`config.mk`:
```
export PLATFORM = sky130hd
export DESIGN_NAME = traffic_ctrl_n
export DESIGN_NICKNAME = d
export VERILOG_FILES = /design/src/rtl/traffic_ctrl_n.sv
export SDC_FILE = /design/constraint.sdc
export NUM_CORES = 1
export LEC_CHECK = 0
export BUFFER_PORTS_ARGS = -buffer_cell sky130_fd_sc_hd__buf_2
export CAP_MARGIN = 10
export CORE_MARGIN = 1
export CORE_UTILIZATION = 47
export DETAILED_ROUTE_END_ITERATION = 10
export PLACE_DENSITY = 0.76
export SLEW_MARGIN = 20
export SYNTH_ARGS = -nofsm -noshare
export SYNTH_HDL_FRONTEND = slang
export SYNTH_SLANG_ARGS = --single-unit
```
`constraint.sdc`:
```
create_clock -name clk -period 2.1 [get_ports clk]
set_input_delay 0.42 -clock clk [delete_from_list [all_inputs] [get_ports clk]]
set_output_delay 0.42 -clock clk [all_outputs]
set_load 0.02 [all_outputs]
```
`src/rtl/traffic_ctrl_n.sv`:
```
// traffic_ctrl_n
//   Round-robin, demand-actuated light controller for NUM_DIR approaches.
//   Each served approach runs GREEN -> YELLOW -> ALLRED. Green time is
//   bounded by GREEN_MIN/GREEN_MAX. With no competing demand the green
//   rests on the current approach. Approaches with no demand are skipped
//   when the next approach is chosen.
//
// Optional feature macro: EMERGENCY_PREEMPT_EN
//   When defined, adds emerg_req/emerg_dir. A valid request forces the
//   green of any other approach to end, and steers the next green to
//   emerg_dir. It holds that green while the request stays high.
//
// Ports
//   clk        in   rising-edge clock
//   reset      in   synchronous, active-high reset
//   demand     in   [NUM_DIR]   vehicle present/waiting per approach
//   emerg_req  in   1           (EMERGENCY_PREEMPT_EN only)
//   emerg_dir  in   [DIR_W]     (EMERGENCY_PREEMPT_EN only)
//   lights     out  [3*NUM_DIR] {red,yellow,green} per approach
//   active_dir out  [DIR_W]     approach currently served
//   phase      out  [2]         0 GREEN, 1 YELLOW, 2 ALLRED
//   count      out  [CNT_W]     cycles elapsed in current phase
module traffic_ctrl_n #(
  parameter int NUM_DIR   = 4,
  parameter int CNT_W     = 8,
  parameter int GREEN_MIN = 4,
  parameter int GREEN_MAX = 16,
  parameter int YELLOW_T  = 4,
  parameter int ALLRED_T  = 1,
  localparam int DIR_W    = (NUM_DIR > 1) ? $clog2(NUM_DIR) : 1
) (
  input  logic                   clk,
  input  logic                   reset,
  input  logic [NUM_DIR-1:0]     demand,
`ifdef EMERGENCY_PREEMPT_EN
  input  logic                   emerg_req,
  input  logic [DIR_W-1:0]       emerg_dir,
`endif
  output logic [3*NUM_DIR-1:0]   lights,
  output logic [DIR_W-1:0]       active_dir,
  output logic [1:0]             phase,
  output logic [CNT_W-1:0]       count
);

  localparam logic [1:0] PH_GREEN  = 2'd0;
  localparam logic [1:0] PH_YELLOW = 2'd1;
  localparam logic [1:0] PH_ALLRED = 2'd2;

  localparam logic [CNT_W-1:0] G_MIN_M1 = CNT_W'(GREEN_MIN - 1);
  localparam logic [CNT_W-1:0] G_MAX_M1 = CNT_W'(GREEN_MAX - 1);
  localparam logic [CNT_W-1:0] Y_M1     = CNT_W'(YELLOW_T - 1);
  localparam logic [CNT_W-1:0] AR_M1    = CNT_W'(ALLRED_T - 1);
  localparam logic [DIR_W-1:0] LAST_DIR = DIR_W'(NUM_DIR - 1);

  logic [1:0]       phase_q, phase_d;
  logic [DIR_W-1:0] active_q, active_d;
  logic [CNT_W-1:0] count_q, count_d;

  logic             own_req;
  logic             other_req;
  logic             green_end;
  logic             green_hold;
  logic [DIR_W-1:0] next_dir;

  // Split demand into the served approach and everyone else. Loops compare
  // against constant indices so no variable bit-select is needed.
  always_comb begin
    own_req   = 1'b0;
    other_req = 1'b0;
    for (int j = 0; j < NUM_DIR; j++) begin
      if (DIR_W'(j) == active_q) own_req = demand[j];
      else                       other_req = other_req | demand[j];
    end
  end

  // Round-robin search starting one past the active approach. Falls back to
  // plain rotation when nobody is waiting. Wrap is explicit at NUM_DIR-1.
  always_comb begin
    logic found;
    int   idx;
    found    = 1'b0;
    idx      = 0;
    next_dir = (active_q == LAST_DIR) ? '0 : active_q + 1'b1;
    for (int k = 1; k < NUM_DIR; k++) begin
      idx = int'(active_q) + k;
      if (idx >= NUM_DIR) idx = idx - NUM_DIR;
      for (int j = 0; j < NUM_DIR; j++) begin
        if (!found && (j == idx) && demand[j]) begin
          found    = 1'b1;
          next_dir = DIR_W'(j);
        end
      end
    end
`ifdef EMERGENCY_PREEMPT_EN
    if (emerg_req && (int'(emerg_dir) < NUM_DIR)) next_dir = emerg_dir;
`endif
  end

  // Green termination. A pending emergency overrides both the minimum-green
  // rule and the demand rule; on its own approach it simply holds.
  always_comb begin
    green_end  = other_req &&
                 ((count_q == G_MAX_M1) || ((count_q >= G_MIN_M1) && !own_req));
    green_hold = 1'b0;
`ifdef EMERGENCY_PREEMPT_EN
    if (emerg_req && (int'(emerg_dir) < NUM_DIR)) begin
      green_end  = (emerg_dir != active_q);
      green_hold = (emerg_dir == active_q);
    end
`endif
  end

  always_comb begin
    phase_d  = phase_q;
    active_d = active_q;
    count_d  = count_q;
    case (phase_q)
      PH_GREEN: begin
        if (green_end && !green_hold) begin
          phase_d = PH_YELLOW;
          count_d = '0;
        end else if (count_q != G_MAX_M1) begin
          count_d = count_q + 1'b1;  // saturates: rest-in-green
        end
      end
      PH_YELLOW: begin
        if (count_q == Y_M1) begin
          phase_d = PH_ALLRED;
          count_d = '0;
        end else begin
          count_d = count_q + 1'b1;
        end
      end
      PH_ALLRED: begin
        if (count_q == AR_M1) begin
          phase_d  = PH_GREEN;
          active_d = next_dir;
          count_d  = '0;
        end else begin
          count_d = count_q + 1'b1;
        end
      end
      default: begin
        // Unreachable encoding: fall back to the reset state.
        phase_d  = PH_GREEN;
        active_d = '0;
        count_d  = '0;
      end
    endcase
  end

  always_ff @(posedge clk) begin
    if (reset) begin
      phase_q  <= PH_GREEN;
      active_q <= '0;
      count_q  <= '0;
    end else begin
      phase_q  <= phase_d;
      active_q <= active_d;
      count_q  <= count_d;
    end
  end

  // Served approach shows the phase colour; all others, and every approach
  // during ALLRED (or an illegal phase), show red.
  for (genvar gi = 0; gi < NUM_DIR; gi++) begin : g_light
    assign lights[3*gi +: 3] =
      (active_q != DIR_W'(gi)) ? 3'b100 :
      (phase_q == PH_GREEN)    ? 3'b001 :
      (phase_q == PH_YELLOW)   ? 3'b010 : 3'b100;
  end

  assign active_dir = active_q;
  assign phase      = phase_q;
  assign count      = count_q;

endmodule

```
==> After elaboration in Yosys (flattened, before gate mapping) <==
Cells that the tools add are included.
{ "word_totals": {"regBits": 12, "inputBits": 6, "output_inout_bits": 24, "wordCells": 144} }
{ "op_classes": {"addsub": 8, "n_lt_le_gt_ge": 4, "eq_ne": 25, "mux": 52, "bitwise": 4, "reduce_logical": 48} }
{ "op_table": {"columns": ["op", "n"], "rows": [
  ["3-bit by 32-bit == test with 1-bit output, first input constant", 6],
  ["2-bit by 32-bit == test with 1-bit output, first input constant", 3],
  ["32-bit zero test", 3],
  ["32-bit two-way mux", 3],
  ["2-bit two-way mux", 17],
  ["8-bit two-way mux", 4],
  ["1-bit logical AND", 25],
  ["8-bit case mux with 3 select lines", 1],
  ["1-bit two-way mux", 19],
  ["3-bit two-way mux", 6],
  ["1-bit zero test", 12],
  ["3-bit by 3-bit subtractor with 4-bit output, second input constant", 3],
  ["2-bit != test, second input constant", 5],
  ["3-bit >= comparator, second input constant", 3],
  ["8-bit by 1-bit adder with 8-bit output, second input constant", 1],
  ["8-bit by 2-bit == test with 1-bit output, second input constant", 1],
  ["8-bit by 4-bit == test with 1-bit output, second input constant", 1],
  ["8-bit by 2-bit >= comparator with 1-bit output, second input constant", 1],
  ["8-bit zero test", 1],
  ["8-bit by 4-bit != test with 1-bit output, second input constant", 1],
  ["2-bit by 2-bit adder with 3-bit output, second input constant", 2],
  ["2-bit case mux with 3 select lines", 1],
  ["2-bit == test, first input constant", 2],
  ["2-bit == test, second input constant", 2],
  ["other kinds (15)", 18]
]} }

==> Logic depth before layout (Yosys ltp) <==
Gate-level depths: netlist (run 1).
{ "depth": {"word_depth": 52, "ltp_mapped": 9, "depth_no_buf": 8} }

==> Worst setup path before layout (run 1) <==
OpenSTA, ideal clock, no wires.
{ "synth_timing": {"path_kind": "register to register", "startpoint": "register count_q[4] (netlist: count[4])", "endpoint": "register count_q[2] (netlist: count[2])", "setup_ns": 0.139, "arrival_time_ns": 2.031, "required_ns": 1.961, "slack_ns": -0.070, "path_stages_with_launch": 6, "n_path_buf": 0, "synth_period_minus_slack_ns": 2.170, "path_cell_list": "dfxtp_1 > or4_4 > nor4b_4 > nor2_2 > a2111oi_4 > o32ai_1"} }
{ "synth_between": {"elab_chain_len": 6, "word_cells_on_any_way": 13, "classes_between": "order compare: 1; eq/ne: 4; mux: 4; reduce/logical: 4"} }
{ "synth_lines": {"columns": ["element", "line_no", "rtl"], "rows": [
  ["start, declared", "57", "logic [CNT_W-1:0] count_q, count_d;"],
  ["start signal, assigned", "160", "count_q <= count_d;"],
  ["8-bit by 2-bit >= comparator with 1-bit output", "103", "((count_q == G_MAX_M1) || ((count_q >= G_MIN_M1) && !own_req));"],
  ["1-bit logical AND", "103", null],
  ["1-bit logical OR", "103", null],
  ["1-bit logical AND", "102", "green_end = other_req &&"],
  ["8-bit two-way mux", "119", "if (green_end && !green_hold) begin"],
  ["8-bit case mux with 3 select lines", "117", "case (phase_q)"]
]} }
Parallel ways exist; a longest one is shown, timed or not.
A chain may end at the register's enable or synchronous reset.

==> Worst setup path in the final report (run 1) <==
{ "layout_timing": {"startpoint": "register count_q[1] (netlist: count[1])", "endpoint": "register count_q[0] (netlist: count[0])"} }
Same word-level chain as after synthesis.

==> impl_metrics.ini, run 1 <==
[flow_run]
drv_cap = 0

[synth]
synth_seq_area_share_pct = 21.8
avgSynthCellArea_um2 = 7.92
syn_area_um2 = 1100
ys_types = 40
ys_ff_latch = 12
synth_edf_count = 0
synth_flop_cell = dfxtp_1
synthCells = 139
synth-async-reset-ratio_pct = 0
syn_nets = 155
synth_warnings = 0

[sta]
min_period_ns = 2.15
layout_setup_ws_ns = -0.0520
slew_headroom_pct = 63.8
slew_viol_final = 0
max_freq_mhz = 465
finalHoldViolCount = 0
tns_ns = -0.0520
worstMarginPinSlew_ns = 0.543
rsz0062_at_grt = yes
fin_skew_ns = 0.00815
min_period_over_period_pct = 102
setup_viol = 1

[global_routing]
grt_use_total_pct = 25.7
grtUsageMet2_pct = 47.3
grt.overflow.total = 0
grt_antenna_before_repair = 0
grt_pass1_vias = 1183
met1_usage_pct = 30.2
grt_pass1_wl_mm = 5.05
grt-busiest-layer = met2
grtUsageMet3_pct = 1.82
grt_max_degree = 16

[power_and_ir_drop]
power_leakage_nw = 0.701
combinationalPowerShare_pct = 36.9
internal_power_w = 0.000480
p_seq_share_pct = 36.1
swShare_pct = 34.5
ir_drop_v = 0.000611
power.density_nw_per_um2 = 467
p_switching_w = 0.000252
power.share.clock_pct = 27.0

[layout]
area_growth_pct = 42.3
final_cells = 218
drive_above_1_share_pct = 42.6
antenna_cells = 0
nNetsFinal = 207
final_common_cell = buf_2
final_cell_mix = buf_2, buf_4, nor2_1, nand2_1, dfxtp_1
nFillCells = 184
fin_util_pct = 70.8

[placed_design]
gp_congestion = 0.845
place.detailed.hpwl_mm = 2.25
place_inst = 209
port_buffers = 29
dp_slack_ns = -0.0329

[worst_hold_path]
whs_path_depth = 2
hold_start = reset
hold_path.class = in -> reg

[floorplanning]
fp.dieW_um = 50.4
coreArea_um2 = 2210
die_h_um = 50.4
fp-row-count = 17
start_util_pct = 49.8
die_area_um2 = 2540
ios = 30

[cts]
clkTransAtPathRegs_ns = 0.08
cts_sinks = 12
cts_tree = yes
clock_path_buffers = 2
numCtsBuffers = 3
htree_num_levels = 1
cts_root_buffer = clkbuf_4
ctsHoldBuffers = 0
clkLatencyLatePin_ns = 0.29

[detailed_routing]
wl_per_cell_um = 14.5
finalWirelength_mm = 3.17
dr.pass1.iters = 4
detail-route-antenna-nets = 0
vias = 1267
vias_per_cell = 5.81
drc = 0
drtIter0Drc = 47

[worst_setup_path]
cp-start-kind = flip-flop
cp-end-kind = flip-flop
startpoint = count[1]
critPathArrivalTime_ns = 2.33
timing.rr.start = count[1]
crit_required_ns = 2.27
critPathMaxFanout = 8
critPathKind = reg -> reg
worst_r2r_path_depth = 8

[status]
violations = setup timing
status = finished, violations left
[final cells by class]
class / count / area, um^2 / area share [%]
clock buffers: 4 / 36.3 / 2.32
inverters: 8 / 30.0 / 1.92
multi-input cells: 112 / 880 / 56.2
flip-flops and latches: 12 / 245 / 15.7
well taps: 28 / 35.0 / 2.24
repair buffers: 54 / 340 / 21.7
[routing by layer]
metal	vias up	wire length (um)	share of wire, %
li1	608	-	-
met1	583	1300	41
met2	69	1610	51
met3	7	195	6.2
met4	0	57	1.8
met5	-	0	0
[cells by family (layout without fill, tap and decap cells)]
logic type	Yosys count	count (layout)	synth area share [%]
AO/OA/AOI/OAI	37	37	28.2
flip-flops	12	12	21.8
AND/OR/NAND/NOR	58	58	27.7
adder cells (fa/ha/maj)	10	10	11.4
XOR/XNOR	6	6	4.77
buffers and inverters	15	66	5.23
multiplexers	1	1	0.909
[worst paths after layout]
check | slack (ns) | end
worst min register to register | 0.59 | count[1]
worst max register to register | -0.05 | count[0]
worst min-delay path | 0.46 | count[3]
worst max-delay path | -0.05 | count[0]
[state kept, by name, indices dropped and copies added, names as in the netlist]
name / cells
active_dir: 2
count: 8
phase: 2
[synth_stat cells (all sizes together) (3+ instances only)]
cell type | count | area share (%)
a2111oi | 3 | 6.4
a21oi | 6 | 2.7
a22oi | 3 | 2.0
clkbuf | 6 | 2.0
dfxtp | 12 | 22
ha | 10 | 11
inv | 8 | 2.7
nand2 | 13 | 4.4
nand2b | 6 | 3.6
nand3 | 8 | 3.6
nor2 | 20 | 7.0
nor3 | 5 | 3.3
o21ai | 5 | 2.3
o32ai | 4 | 3.2
xnor2 | 4 | 3.2
[per-stage QoR]
stage / area [um^2] / hold slack, ns / power, W
global placement: 1410 / 0.530 / 0.000490
detailed placement: 1410 / 0.560 / 0.000499
floorplan: 1100 / 0.529 / 0.000422
global route: 1570 / 0.475 / 0.000757
CTS: 1460 / 0.452 / 0.000697
finish: 1570 / 0.459 / 0.000732
[repair_timing]
item / in CTS / in global routing
resized for setup: 0 / 20
setup buffers: 3 / 4
endpoints found under the setup margin: 3 / 9
pin swaps: 1 / 5
[power groups by stage]
| stage | Sequential (W) | Combinational, W | Clock (W) |
|---|---|---|---|
| after CTS | 0.000264 | 0.000240 | 0.000194 |
| after detailed placement | 0.000270 | 0.000229 | 0 |
| after global placement | 0.000267 | 0.000223 | 0 |
| final | 0.000264 | 0.000270 | 0.000198 |
| after global routing | 0.000266 | 0.000289 | 0.000203 |
| after floorplan | 0.000280 | 0.000142 | 0 |
[worst max-delay path: stages (launching register included)]
cell and delay, ns:
dfxtp_1 0.40, ha_1 0.32, nand3_1 0.18, nor2_1 0.32, a2111oi_4 0.12, a2111oi_4 0.36, buf_6 0.18, buf_4 0.11
o32ai_2 0.05
Power figures use the tool's default switching activity.
==> run 2, diff against run 1 <==
--- a/config.mk
+++ b/config.mk
@@ -8,9 +8,9 @@
 export BUFFER_PORTS_ARGS = -buffer_cell sky130_fd_sc_hd__buf_2
 export CAP_MARGIN = 10
 export CORE_MARGIN = 1
-export CORE_UTILIZATION = 47
+export CORE_UTILIZATION = 40
 export DETAILED_ROUTE_END_ITERATION = 10
-export PLACE_DENSITY = 0.76
+export PLACE_DENSITY = 0.66
 export SLEW_MARGIN = 20
 export SYNTH_ARGS = -nofsm -noshare
 export SYNTH_HDL_FRONTEND = slang
==> run 2 against run 1 <==
Against the previous run:
- the flow still finishes with violations (setup timing)
- sequential power about the same
- die area up 17%
- critical path depth down 1
- sequential cell count unchanged
- register-to-register slack better by 0.04 ns
- maximum frequency up 2.1%
- utilization down 10 points
- cell count down 0.92%
- hold slack better by 0.0082 ns
- total power down 3.3%
- setup slack better by 0.043 ns
- clock skew down 0.0071 ns
- critical path type unchanged
==> impl_metrics.ini, run 2 (synthesis results as in run 1) <==
[sta]
finalHoldViolCount = 0
layout_setup_ws_ns = -0.00858
max_freq_mhz = 474
min_period_ns = 2.11
tns_ns = -0.00858
setup_viol = 1
slew_viol_final = 0
min_period_over_period_pct = 100
fin_skew_ns = 0.00105
slew_headroom_pct = 62.3
rsz0062_at_grt = yes
holdWs_ns = 0.467
worstMarginPinSlew_ns = 0.565

[worst_setup_path]
crit_required_ns = 2.29
cp-end-kind = flip-flop
critPathArrivalTime_ns = 2.30
cp-start-kind = flip-flop
timing.rr.start = count[6]
critPathKind = reg -> reg
startpoint = count[6]
critPathMaxFanout = 8

[layout]
fin_util_pct = 60.6
final_common_cell = buf_2
area_growth_pct = 40.0
largest_reg_flops = 8
regArea_um2 = 243
antenna_cells = 0
nNetsFinal = 203
multi_input_area_um2 = 888
drive_above_1_share_pct = 41.4
nFillCells = 241
final_cell_mix = buf_2, buf_4, nor2_1, nand2_1, dfxtp_1

[worst_hold_path]
hold_path.class = in -> reg
hold_start = reset

[cts]
htree_num_levels = 1
clkLatencyLatePin_ns = 0.28
clkTransAtPathRegs_ns = 0.08
cts_root_buffer = clkbuf_4
clock_path_buffers = 2
cts_tree = yes
numCtsBuffers = 3
cts_sinks = 12

[global_routing]
grt_antenna_before_repair = 0
grt.overflow.total = 0
grt_pass1_vias = 1091
grt_max_degree = 16
grt_pass1_wl_mm = 4.45
grt_use_total_pct = 20.9

[status]
status = finished, violations left
violations = setup timing

[floorplanning]
fp.dieW_um = 54.5
start_util_pct = 43.3
coreArea_um2 = 2540
die_area_um2 = 2970
fp-row-count = 18
ios = 30
die_h_um = 54.5

[flow_run]
drv_cap = 0

[detailed_routing]
drtIter0Drc = 23
wl_per_cell_um = 13.8
detail-route-antenna-nets = 0
vias = 1181
vias_per_cell = 5.47
dr.pass1.iters = 5
finalWirelength_mm = 2.98
drc = 0

[power_and_ir_drop]
power.density_nw_per_um2 = 459
ir_drop_v = 0.000471
power_leakage_nw = 0.686

[placed_design]
dp_slack_ns = -0.0840
gp_congestion = 0.776
place.detailed.hpwl_mm = 2.24
port_buffers = 29
## run 2: worst max-delay path, stage by stage, from the launching register on
cell and delay (ns):
dfxtp_1 0.32, or4_4 0.56, nor3_4 0.17, nand2b_2 0.09, a2111oi_4 0.37, a2111oi_4 0.10, buf_6 0.16, o32ai_2 0.25
## run 2: where the power goes
part,switching (W),total [W],internal (W)
Clock,0.0000821,0.000188,0.000105
Sequential,0.0000223,0.000264,0.000241
Combinational,0.000132,0.000257,0.000125
## run 2: path summary, 6_finish.rpt
kind	cells past startpoint	end	slack (ns)
max reg2reg	7	count[3]	-0.009
min reg2reg	2	count[1]	0.59
max	7	count[3]	-0.009
min	2	phase[1]	0.47
## run 2: final cells by class
cell class | count | share of cell area (%)
inverters | 8 | 1.95
flip-flops and latches | 12 | 15.7
clock buffers | 4 | 2.35
multi-input cells | 112 | 57.6
repair buffers | 50 | 19.9
well taps | 30 | 2.44
## run 2: through the flow
step	cell area, um^2	cells	total power (W)
CTS	1480	216	0.000696
global placement	1410	211	0.000490
finish	1540	216	0.000708
detailed placement	1410	211	0.000497
floorplan	1100	139	0.000422
global route	1540	216	0.000746
## run 2: what timing repair did
| action | CTS | global route |
|---|---|---|
| resized for setup | 7 | 12 |
| endpoints found under the setup margin | 6 | 9 |
| setup buffers | 2 | 1 |
| pin swaps | 1 | 4 |
| hold buffers | 0 | 0 |
## run 2: routing by layer
| metal | share of wire (%) | global-route usage, % |
|---|---|---|
| met1 | 42 | 22.3 |
| met4 | 0.77 | 9.40 |
| met2 | 53 | 39.8 |
| met3 | 4.4 | 3.06 |
| met5 | 0 | 0 |
